$ cat src/rtl/dk_ioctl_pkg.sv
// Shared definitions for the HPS ioctl channel blocks.
//   ioctl_state_e : reader FSM states (idle, CPU pause handshake, armed, fetch in flight).
//   Index*        : ioctl_index values used by the top level (ROM download, NVRAM, DIPs).
package dk_ioctl_pkg;

  typedef enum logic [1:0] {
    StIdle,
    StPause,
    StArmed,
    StFetch
  } ioctl_state_e;

  localparam logic [7:0] IndexRom   = 8'd0;
  localparam logic [7:0] IndexNvram = 8'd4;
  localparam logic [7:0] IndexDip   = 8'd254;

endpackage

$ cat src/rtl/hiscore_uploader.sv
// Serves HPS ioctl upload requests for one ioctl_index by reading a game-RAM region
// (hiscore / NVRAM) through a dedicated RAM read port. The game CPU is paused for the whole
// upload so the snapshot is coherent.
//
// Parameters
//   INDEX  : ioctl_index this block answers to
//   AW     : RAM address width, region is 2**AW bytes (AW < 25)
//   RD_LAT : RAM read latency in clocks, 1..3
// Ports
//   I_CLK_24576M  in   system clock
//   I_RESETn      in   asynchronous active-low reset
//   ioctl_upload  in   high while an HPS upload is in progress
//   ioctl_rd      in   one-cycle byte request strobe
//   ioctl_addr    in   byte address of the request (25 bits)
//   ioctl_index   in   target index
//   ioctl_din     out  returned byte, held until the next fetch completes
//   ioctl_wait    out  HPS must not strobe ioctl_rd while high
//   O_PAUSE       out  CPU halt request
//   I_PAUSE_ACK   in   CPU halted
//   RAM_A         out  registered RAM read address
//   RAM_DO        in   RAM data, sampled RD_LAT clocks after RAM_A is loaded
//   O_DONE        out  one-cycle pulse after an upload ends
//   O_COUNT       out  bytes served in the current/last upload, saturating
//   O_OVERRUN     out  sticky: ioctl_rd seen while ioctl_wait was high
module hiscore_uploader
  import dk_ioctl_pkg::*;
#(
  parameter logic [7:0]  INDEX  = IndexNvram,
  parameter int unsigned AW     = 10,
  parameter int unsigned RD_LAT = 1
) (
  input  logic          I_CLK_24576M,
  input  logic          I_RESETn,
  input  logic          ioctl_upload,
  input  logic          ioctl_rd,
  input  logic [24:0]   ioctl_addr,
  input  logic [7:0]    ioctl_index,
  output logic [7:0]    ioctl_din,
  output logic          ioctl_wait,
  output logic          O_PAUSE,
  input  logic          I_PAUSE_ACK,
  output logic [AW-1:0] RAM_A,
  input  logic [7:0]    RAM_DO,
  output logic          O_DONE,
  output logic [AW:0]   O_COUNT,
  output logic          O_OVERRUN
);

  localparam logic [1:0] LatLoad  = 2'(RD_LAT);
  localparam logic [AW:0] CountOne = (AW + 1)'(1);

  ioctl_state_e  state_q, state_d;
  logic [AW-1:0] ram_a_q, ram_a_d;
  logic          oor_q, oor_d;
  logic [1:0]    lat_cnt_q, lat_cnt_d;
  logic [7:0]    din_q, din_d;
  logic          wait_q, wait_d;
  logic          pause_q, pause_d;
  logic          done_q, done_d;
  logic [AW:0]   count_q, count_d;
  logic          overrun_q, overrun_d;
  logic          sel;

  assign sel = ioctl_upload & (ioctl_index == INDEX);

  always_ff @(posedge I_CLK_24576M or negedge I_RESETn) begin
    if (!I_RESETn) begin
      state_q   <= StIdle;
      ram_a_q   <= '0;
      oor_q     <= 1'b0;
      lat_cnt_q <= '0;
      din_q     <= '0;
      wait_q    <= 1'b0;
      pause_q   <= 1'b0;
      done_q    <= 1'b0;
      count_q   <= '0;
      overrun_q <= 1'b0;
    end else begin
      state_q   <= state_d;
      ram_a_q   <= ram_a_d;
      oor_q     <= oor_d;
      lat_cnt_q <= lat_cnt_d;
      din_q     <= din_d;
      wait_q    <= wait_d;
      pause_q   <= pause_d;
      done_q    <= done_d;
      count_q   <= count_d;
      overrun_q <= overrun_d;
    end
  end

  always_comb begin
    state_d   = state_q;
    ram_a_d   = ram_a_q;
    oor_d     = oor_q;
    lat_cnt_d = lat_cnt_q;
    din_d     = din_q;
    wait_d    = wait_q;
    pause_d   = pause_q;
    done_d    = 1'b0;
    count_d   = count_q;
    overrun_d = overrun_q;

    unique case (state_q)
      StIdle: begin
        if (sel) begin
          state_d   = StPause;
          pause_d   = 1'b1;
          wait_d    = 1'b1;
          count_d   = '0;
          overrun_d = 1'b0;
        end
      end
      StPause: begin
        if (ioctl_rd) overrun_d = 1'b1;
        if (I_PAUSE_ACK) begin
          state_d = StArmed;
          wait_d  = 1'b0;
        end
      end
      StArmed: begin
        // Pause-ack dropping here is deliberately ignored: the halt request stays up.
        if (ioctl_rd) begin
          state_d   = StFetch;
          wait_d    = 1'b1;
          ram_a_d   = ioctl_addr[AW-1:0];
          oor_d     = |ioctl_addr[24:AW];
          lat_cnt_d = LatLoad;
        end
      end
      StFetch: begin
        if (ioctl_rd) overrun_d = 1'b1;
        lat_cnt_d = lat_cnt_q - 2'd1;
        // Out-of-range reads still wait the full latency so HPS timing is uniform.
        if (lat_cnt_q == 2'd1) begin
          din_d   = oor_q ? 8'hFF : RAM_DO;
          count_d = (count_q == '1) ? count_q : count_q + CountOne;
          wait_d  = 1'b0;
          state_d = StArmed;
        end
      end
      default: state_d = StIdle;
    endcase

    // Upload end overrides everything above, including a coincident ioctl_rd:
    // an in-flight fetch is dropped and the returned byte/count stay as they were.
    if ((state_q != StIdle) && !sel) begin
      state_d   = StIdle;
      ram_a_d   = ram_a_q;
      oor_d     = oor_q;
      lat_cnt_d = lat_cnt_q;
      din_d     = din_q;
      count_d   = count_q;
      overrun_d = overrun_q;
      pause_d   = 1'b0;
      wait_d    = 1'b0;
      done_d    = 1'b1;
    end
  end

  assign ioctl_din  = din_q;
  assign ioctl_wait = wait_q;
  assign O_PAUSE    = pause_q;
  assign RAM_A      = ram_a_q;
  assign O_DONE     = done_q;
  assign O_COUNT    = count_q;
  assign O_OVERRUN  = overrun_q;

endmodule

$ cat config.mk
export PLATFORM = sky130hd
export DESIGN_NAME = hiscore_uploader
export DESIGN_NICKNAME = d
export VERILOG_FILES = /design/src/rtl/dk_ioctl_pkg.sv /design/src/rtl/hiscore_uploader.sv
export SDC_FILE = /design/constraint.sdc
export NUM_CORES = 1
export LEC_CHECK = 0
export CORE_MARGIN = 10
export CORE_UTILIZATION = 43
export CTS_CLUSTER_SIZE = 8
export DETAILED_ROUTE_END_ITERATION = 10
export PLACE_DENSITY = 0.77
export SYNTH_ARGS = -nofsm -noshare
export SYNTH_HDL_FRONTEND = slang
export SYNTH_SLANG_ARGS = --single-unit
$ cat constraint.sdc
create_clock -name I_CLK_24576M -period 2.8 [get_ports I_CLK_24576M]
set_input_delay 0.84 -clock I_CLK_24576M [delete_from_list [all_inputs] [get_ports I_CLK_24576M]]
set_output_delay 0.84 -clock I_CLK_24576M [all_outputs]
set_load 0.01 [all_outputs]
==> impl_metrics.toml, run 1 <==
[die]
die_h_um = 86.40
initial_core_util_pct = 43.84
ioPinCount = 79
rows = 24
core_sq_um = 4324
die_w_um = 86.40
die_area_sq_um = 7464

[yosys]
ys_top_cells_by_area = "dfrtp_1, mux2_2, o21ai_0"
ys_ff_latch = 38
yosysWarnings = 0
syn_inst = 183
postSynthAreaPerCell_sq_um = 10.36
synth_cell_types = 41
syn_area_sq_um = 1896
syn_nets = 234
ys_seq_area_share_pct = 50.17
netlist.area_leader.share_pct = 50.17
yosysTopAreaCell = "dfrtp_1"

[power]
power.ir.vdd_worst_mv = 0.3328
switchingPower_w = 0.0004120
p_total_w = 0.001420
combPwrFrac_pct = 31.6
internal-power_w = 0.001008
power.share.clock_pct = 24.3
cellPowerDensity_nw_per_um2 = 487.6
seqPwrFrac_pct = 44.0
switching_share_pct = 29.01
power_leakage_nw = 1.295

[run]
max-cap-violations = 0

[finish]
drive_gt1_share_pct = 14.49
fin_area_sq_um = 2913
diodes = 0
layout.nets = 327
final_util_pct = 67.36
fillers = 376
area_growth_pct = 53.66
final_common_cell = "clkdlybuf4s50_1"
most-common-layout-cells = "clkdlybuf4s50_1, dfrtp_1, nand2_1, o21ai_0, buf_4"

[global_routing]
grt_pass1_vias = 1719
grtUsageTotal_pct = 13.76
grt_pass1_wl_um = 8535
antenna_found_initial = 0
grt_max_degree = 39
grt_remaining_overflow = 0

[drt]
drc_errors = 0
wl_per_cell_um = 16.00
ant_nets = 0
drt_pass1_iterations = 5
avgViaCountPerCell = 5.287
vias = 1734
drt-initial-drc-count = 62
wl_um = 5247

[clock_tree]
root_buffer = "clkbuf_8"
htreeDepth = 2
cts.clk_slew.worst_paths_ps = 70
cts_tree = "yes"
cts_inserted_buffers = 5
clockBufferDepth = 2
cts_sinks = 38
clk_latency_ps = 270
post_cts_buffers = 0

[critical_path]
critPathRequiredTime_ps = 2960
endpoint_kind = "register"
arrival_ps = 2790
cp_max_fo = 17
startpoint_type = "primary input"
critPathKind = "in2reg"

[sta]
finalCritPeriodShare_pct = 93.86
fmax_mhz = 380.5
slew_viol_final = 0
tightest_slew_ps = 846.9
fin_skew_ps = 5.138
final_hold_viol_count = 0
slew_headroom_pct = 43.54
setup_tns_ps = 0
setup_viol = 0
rsz0062_at_grt = "false"
worst_slack_ps = 172.0
period_needed_ps = 2628

[worst_hold_path]
hold_class = "reg2reg"

[placement]
placed_cell_area_sq_um = 2824
dp_hpwl_um = 4180
io_buffers = 78
globalplace.congestion = 0.8467
place_ws_ps = -167.5

[status]
status = "finished clean"
-- layout make-up --
cell class | count | area, sq um | share of cell area (%)
Multi-Input combinational cell | 132 | 897.1 | 30.80
Inverter | 6 | 22.52 | 0.7732
Tap cell | 52 | 65.06 | 2.234
Sequential cell | 38 | 950.9 | 32.65
Timing Repair Buffer | 93 | 900.9 | 30.93
Clock buffer | 7 | 76.32 | 2.620
-- kinds of logic after synthesis --
logic type      synth area share (%)
fa+ha+maj                      3.300
mux                            8.383
compound gates                 15.64
simple gates                   19.34
flops                          50.16
buf+inv                        3.168
-- per-stage QoR --
step | std cells | hold WS [ps]
final | 328 | 479.3
after global routing | 328 | 502.3
after CTS | 328 | 484.6
after detailed placement | 321 | 469.0
after global placement | 321 | 462.4
after floorplan | 183 | 464.7
-- power groups by stage --
| stage | Sequential, W | Combinational [W] | Clock (W) |
|---|---|---|---|
| after global routing | 0.000630 | 0.000499 | 0.000370 |
| after floorplan | 0.000652 | 0.000178 | 0 |
| final | 0.000625 | 0.000449 | 0.000346 |
| after global placement | 0.000634 | 0.000446 | 0 |
| after detailed placement | 0.000637 | 0.000448 | 0 |
| after CTS | 0.000626 | 0.000451 | 0.000358 |
-- state kept, by name (all words and copies together), names as in the netlist --
register,count
state_q,2
O_COUNT,11
O_OVERRUN,1
O_DONE,1
O_PAUSE,1
lat_cnt_q,2
oor_q,1
RAM_A,10
ioctl_din,8
ioctl_wait,1
-- worst max-delay path, stage by stage --
cell and delay, ps:
clkdlybuf4s50_1 400, nor3_1 180, nand4_1 140, ha_1 230, nand4b_4 170, buf_4 200
nor2_1 90, buf_4 150, a21boi_0 90, o32a_1 300
-- metal layers --
metal / GRT usage (%) / part of all wire [%]
met1: 17.01 / 43
met2: 23.49 / 51
met3: 3.377 / 5.4
met4: 3.093 / 0.72
met5: 0 / 0
-- path summary, 6_finish.rpt --
| path | cells after the start | start | to | slack, ps |
|---|---|---|---|---|
| worst max register to register | 9 | state_q[0] | O_COUNT[6] | 730 |
| min in group asynchronous | 1 | I_RESETn | O_COUNT[0] | 670 |
| max in group asynchronous | 1 | I_RESETn | RAM_A[3] | 1600 |
| worst max-delay path | 10 | ioctl_index[1] | O_COUNT[6] | 170 |
| worst min-delay path | 2 | ioctl_din[1] | ioctl_din[1] | 480 |
| worst min register to register | 2 | ioctl_din[1] | ioctl_din[1] | 480 |
-- Yosys cell counts (all sizes together) --
| library cell | count |
|---|---|
| and4 | 3 |
| nor3 | 3 |
| mux2 | 12 |
| a22o | 1 |
| o31a | 1 |
| o31ai | 3 |
| a32o | 1 |
| a31o | 2 |
| buf | 5 |
| or3 | 3 |
| nor2 | 13 |
| and3b | 1 |
| clkbuf | 2 |
| o311ai | 2 |
| a21o | 1 |
| o32a | 2 |
| a31oi | 2 |
| a41oi | 1 |
| nor2b | 5 |
| o21a | 1 |
| nor4 | 4 |
| mux2i | 2 |
| and3 | 4 |
| dfrtp | 38 |
| and2 | 1 |
| o211ai | 2 |
| nand4 | 5 |
| nand3 | 5 |
| or4 | 1 |
| ha | 5 |
| inv | 6 |
| o21ai | 15 |
| a21boi | 2 |
| a211oi | 2 |
| a21oi | 7 |
| nand2 | 18 |
| nand4b | 1 |
| or2 | 1 |
-- what timing repair did --
item,CTS,global route
setup endpoints to repair,0,7
hold buffers,0,0
gates resized for setup,0,5
Note: power is estimated with default switching activity, not from simulation.
==> run 2: changes to the inputs <==
--- a/config.mk
+++ b/config.mk
@@ -6,4 +6,5 @@
 export NUM_CORES = 1
 export LEC_CHECK = 0
+export CORE_ASPECT_RATIO = 1.1
 export CORE_MARGIN = 10
 export CORE_UTILIZATION = 43
==> constraint.sdc (replaced) <==
create_clock -name I_CLK_24576M -period 2.8 [get_ports I_CLK_24576M]
set_input_delay 0.84 -clock I_CLK_24576M [delete_from_list [all_inputs] [get_ports I_CLK_24576M]]
set_output_delay 0.84 -clock I_CLK_24576M [all_outputs]
set_load 0.02 [all_outputs]
==> run 2 against run 1 <==
  * Non-clock buffer count decreased by 3
  * Register-to-register slack got worse by 30 ps
  * Global-route usage increased by 0.86 points
  * Design area increased by 0.34%
  * Clock-buffer cell count unchanged
  * Combinational power increased by 5.6%
  * Worst hold slack improved by 3.6 ps
  * First-iteration DRC count increased to 3.2 times the previous value
  * Total power increased by 9.0%
  * Clock skew decreased by 0.52 ps
==> impl_metrics.toml, run 2 (synthesis results as in run 1) <==
[finish]
largest_reg_flops = 11
diodes = 0
most-common-layout-cells = "clkdlybuf4s50_1, dfrtp_1, nand2_1, o21ai_0, nor2_1"
final_util_pct = 68.20
multiInputGateArea_sq_um = 897.1
fillers = 337
final-seq-area_sq_um = 950.9
layout.nets = 324
final_common_cell = "clkdlybuf4s50_1"
area_growth_pct = 54.19
drive_gt1_share_pct = 13.87

[sta]
fin_skew_ps = 4.615
rsz0062_at_grt = "false"
fmax_mhz = 376.6
setup_viol = 0
final_hold_viol_count = 0
slew_headroom_pct = 42.60
setup_tns_ps = 0
slew_viol_final = 0
finalCritPeriodShare_pct = 94.84
period_needed_ps = 2656
tightest_slew_ps = 861.0

[critical_path]
cpLargestDelayFamily = "simple AND/OR/NAND/NOR gates"
rr_startpoint = "state_q[0]"
critPathKind = "in2reg"
reg2reg_slack_ps = 700
crit_cells = 8
critPathRequiredTime_ps = 2960
cp-startpoint = "ioctl_index[1]"
critPathBufInv = 2
startpoint_type = "primary input"
reg2reg_depth = 9
cp_slowest_cell = "o311ai_0"
worstSetupEndpoint = "O_COUNT[3]"
timing.rr.end = "O_COUNT[8]"
cp_cell_sequence = "clkdlybuf4s50_1 > nor3_1 > nand4_1 > buf_4 > ha_1 > or2_4 > o311ai_0 > o31ai_2"
endpoint_kind = "register"
arrival_ps = 2820
critPathMaxStageDelay_ps = 420
cp_max_fo = 12

[power]
switching_share_pct = 29.14
power_leakage_nw = 1.294
internal-power_w = 0.001097
power.share.clock_pct = 29.0
p_total_w = 0.001548
seqPwrFrac_pct = 40.4
power.ir.vdd_worst_mv = 0.4129
combPwrFrac_pct = 30.6
cellPowerDensity_nw_per_um2 = 529.8
switchingPower_w = 0.0004512

[drt]
drc_errors = 0
avgViaCountPerCell = 5.363
ant_nets = 0
drt-initial-drc-count = 200
vias = 1759
wl_per_cell_um = 15.97
drt_pass1_iterations = 4
wl_um = 5237

[global_routing]
busiest_layer = "met2"
grtUsageTotal_pct = 14.62
grt_pass1_vias = 1798
use_met2_pct = 27.04
gr-usage-met3_pct = 4.242
met1_usage_pct = 15.72
grt_pass1_wl_um = 8990
antenna_found_initial = 0
grt_remaining_overflow = 0
grt_max_degree = 39

[die]
die_h_um = 89.64
die_area_sq_um = 7467
rows = 25
ioPinCount = 79
core_sq_um = 4285
die_w_um = 83.31
initial_core_util_pct = 44.23

[clock_tree]
cts.clk_slew.worst_paths_ps = 70
root_buffer = "clkbuf_8"
clockBufferDepth = 2
htreeDepth = 2
cts_sinks = 38
cts_inserted_buffers = 5
clk_latency_ps = 290
cts_tree = "yes"

[status]
status = "finished clean"

[run]
max-cap-violations = 0

[worst_hold_path]
hold_class = "reg2reg"

[placement]
globalplace.congestion = 0.8628
dp_hpwl_um = 4131
io_buffers = 78
## run 2: worst min-delay path by stage
stage                 start           end  slack (ps)  depth (start not counted)
3_5_place_dp   ioctl_din[7]  ioctl_din[7]         470                          2
4_1_cts        ioctl_din[7]  ioctl_din[7]         490                          2
2_1_floorplan  lat_cnt_q[0]  lat_cnt_q[0]         460                          1
5_1_grt        ioctl_din[2]  ioctl_din[2]         510                          2
3_3_place_gp   ioctl_din[7]  ioctl_din[7]         460                          2
6_report       ioctl_din[2]  ioctl_din[2]         480                          2
## run 2: layout make-up
class / count / area share [%]
Multi-Input combinational cell: 132 / 30.69
Inverter: 6 / 0.7705
Sequential cell: 38 / 32.53
Tap cell: 54 / 2.312
Clock buffer: 7 / 2.611
Clock inverter: 1 / 1.027
Timing Repair Buffer: 90 / 30.05
## run 2: metrics by stage
| stage | hold WS [ps] | std cells | worst slack, ps | cell area, sq um |
|---|---|---|---|---|
| floorplan | 464.7 | 183 | 177.0 | 1896 |
| global placement | 459.8 | 320 | -161.6 | 2804 |
| detailed placement | 470.5 | 320 | -284.8 | 2804 |
| CTS | 486.8 | 328 | 11.50 | 2910 |
| global route | 510.0 | 328 | 12.32 | 2923 |
| finish | 482.8 | 328 | 144.4 | 2923 |
## run 2: worst min-delay path, stage by stage (launching register included)
cell and delay (ps):
dfrtp_1 340, nand2_1 50, o21ai_0 60
## run 2: power by group through the flow
| stage | clock network [W] | logic [W] | registers, W |
|---|---|---|---|
| floorplan | 0 | 0.000178 | 0.000679 |
| global placement | 0 | 0.000462 | 0.000634 |
| detailed placement | 0 | 0.000470 | 0.000635 |
| CTS | 0.000460 | 0.000473 | 0.000625 |
| global route | 0.000489 | 0.000517 | 0.000631 |
| finish | 0.000449 | 0.000474 | 0.000626 |
## run 2: per-layer routing
metal,routed length [um],share of wire [%]
met5,0,0
met3,314,6.0
met4,74,1.4
met2,2749,52
met1,2099,40
## run 2: repair_timing
| action | CTS | global route |
|---|---|---|
| hold buffers | 0 | 0 |
| resized for setup | 0 | 4 |
| setup endpoints to repair | 0 | 10 |
| setup buffers | 0 | 0 |
==> run 3: changes to the inputs <==
CORE_ASPECT_RATIO = 1.75   (was 1.1)
==> run 3 against run 2 <==
  * Fmax increased by 2.0%
  * First-iteration DRC count down 60%
  * Worst hold slack worse by 3.1 ps
  * Sequential power hardly changed
  * Via count is 1.6% higher
  * Core utilization up 1.3 points
  * Highest routed layer unchanged
==> impl_metrics.toml, run 3 (synthesis results as in run 1) <==
[finish]
diodes = 0
fin_area_sq_um = 2913
multiInputGateArea_sq_um = 889.6
layout.nets = 324
final_common_cell = "clkdlybuf4s50_1"
drive_gt1_share_pct = 13.87
largest_reg_flops = 11
most-common-layout-cells = "clkdlybuf4s50_1, dfrtp_1, nand2_1, o21ai_0, nor2_1"
final-seq-area_sq_um = 950.9
area_growth_pct = 53.66
fillers = 336

[power]
cellPowerDensity_nw_per_um2 = 523.9
power.ir.vdd_worst_mv = 0.3975
power_leakage_nw = 1.295
switchingPower_w = 0.0004491
p_total_w = 0.001526
internal-power_w = 0.001077
seqPwrFrac_pct = 41.0
switching_share_pct = 29.43
power.share.clock_pct = 28.7
combPwrFrac_pct = 30.3

[sta]
setup_viol = 0
period_needed_ps = 2602
tightest_slew_ps = 850.5
slew_viol_final = 0
worst_slack_ps = 197.7
final_hold_viol_count = 0
finalCritPeriodShare_pct = 92.94
rsz0062_at_grt = "false"
fin_skew_ps = 9.906
fmax_mhz = 384.3
slew_headroom_pct = 43.30

[drt]
drc_errors = 0
drt-initial-drc-count = 81
drt_pass1_iterations = 4
vias = 1787
avgViaCountPerCell = 5.533
wl_um = 5399
ant_nets = 0
wl_per_cell_um = 16.72

[global_routing]
grt_pass1_vias = 1798
grt_max_degree = 39
grt_remaining_overflow = 0
met1_usage_pct = 17.05
use_met2_pct = 23.67
gr-usage-met3_pct = 3.878
grtUsageTotal_pct = 14.27
grt_pass1_wl_um = 8956
antenna_found_initial = 0
busiest_layer = "met2"

[worst_hold_path]
whs_path_depth = 2
hold_end = "ioctl_din[3]"
hold_class = "reg2reg"
holdCritStartpoint = "ioctl_din[3]"

[die]
die_w_um = 70.19
core_sq_um = 4189
die_area_sq_um = 7569
die_h_um = 107.8
ioPinCount = 79
initial_core_util_pct = 45.25
rows = 31

[clock_tree]
cts_inserted_buffers = 5
clockBufferDepth = 2
cts.clk_slew.worst_paths_ps = 80
root_buffer = "clkbuf_8"
cts_tree = "yes"
htreeDepth = 2
clk_latency_ps = 300
cts_sinks = 38
post_cts_buffers = 0

[critical_path]
critPathRequiredTime_ps = 2970
reg2reg_depth = 7
rr_startpoint = "state_q[0]"
endpoint_kind = "register"
arrival_ps = 2770
cp_max_fo = 11
reg2reg_slack_ps = 700
timing.rr.end = "O_COUNT[2]"
startpoint_type = "primary input"
critPathKind = "in2reg"

[placement]
placed_cell_area_sq_um = 2798
place_ws_ps = -234.9
dp_hpwl_um = 4264
io_buffers = 78
globalplace.congestion = 0.8457

[status]
status = "finished clean"

[run]
max-cap-violations = 0
-- run 3: routing by layer --
metal	routed length [um]	up-vias
met5	0	-
met3	343	6
li1	-	856
met1	2330	847
met2	2636	78
met4	89	0
-- run 3: per-stage QoR --
stage | hold WS [ps] | TNS (ps) | utilization (%) | instances
5_1_grt | 510.0 | 0 | 69.53 | 323
3_5_place_dp | 471.3 | -3026 | 66.79 | 315
6_report | 479.8 | 0 | 69.53 | 323
4_1_cts | 487.0 | 0 | 69.41 | 323
2_1_floorplan | 464.7 | 0 | - | 183
3_3_place_gp | 461.2 | -1727 | 66.79 | 315
-- run 3: how the worst max path moves through the flow --
stage	startpoint	slack, ps	to	cells after the start
global route	ioctl_index[1]	50	O_COUNT[2]	8
global placement	ioctl_index[1]	-140	O_COUNT[3]	8
floorplan	ioctl_index[1]	180	O_COUNT[2]	8
detailed placement	ioctl_index[1]	-230	O_COUNT[3]	8
finish	ioctl_index[1]	200	O_COUNT[2]	8
CTS	ioctl_index[1]	90	O_COUNT[3]	8
-- run 3: what timing repair did --
item / 4_1_cts / 5_1_grt
gates resized for setup: 0 / 3
hold buffers: 0 / 0
endpoints found under the hold margin: 0 / 0
setup endpoints to repair: 0 / 7
-- run 3: final cells by class --
cell class                      count  share of cell area [%]
Sequential cell                    38                   32.65
Multi-Input combinational cell    132                   30.54
Timing Repair Buffer               90                   30.15
Clock buffer                        8                   3.780
Tap cell                           49                   2.105
Inverter                            6                  0.7732
-- run 3: worst max-delay path, stage by stage --
cell             delay [ps]
clkdlybuf4s50_1         400
nor3_1                  170
nand4_1                 140
ha_1                    270
nand4b_4                200
or2_4                   300
o311ai_0                340
o31ai_1                 120
-- run 3: power groups by stage --
stage | clock [W] | combinational [W] | sequential (W)
finish | 0.000438 | 0.000462 | 0.000626
global route | 0.000469 | 0.000509 | 0.000631
CTS | 0.000447 | 0.000464 | 0.000626
detailed placement | 0 | 0.000463 | 0.000636
global placement | 0 | 0.000458 | 0.000634
floorplan | 0 | 0.000178 | 0.000679
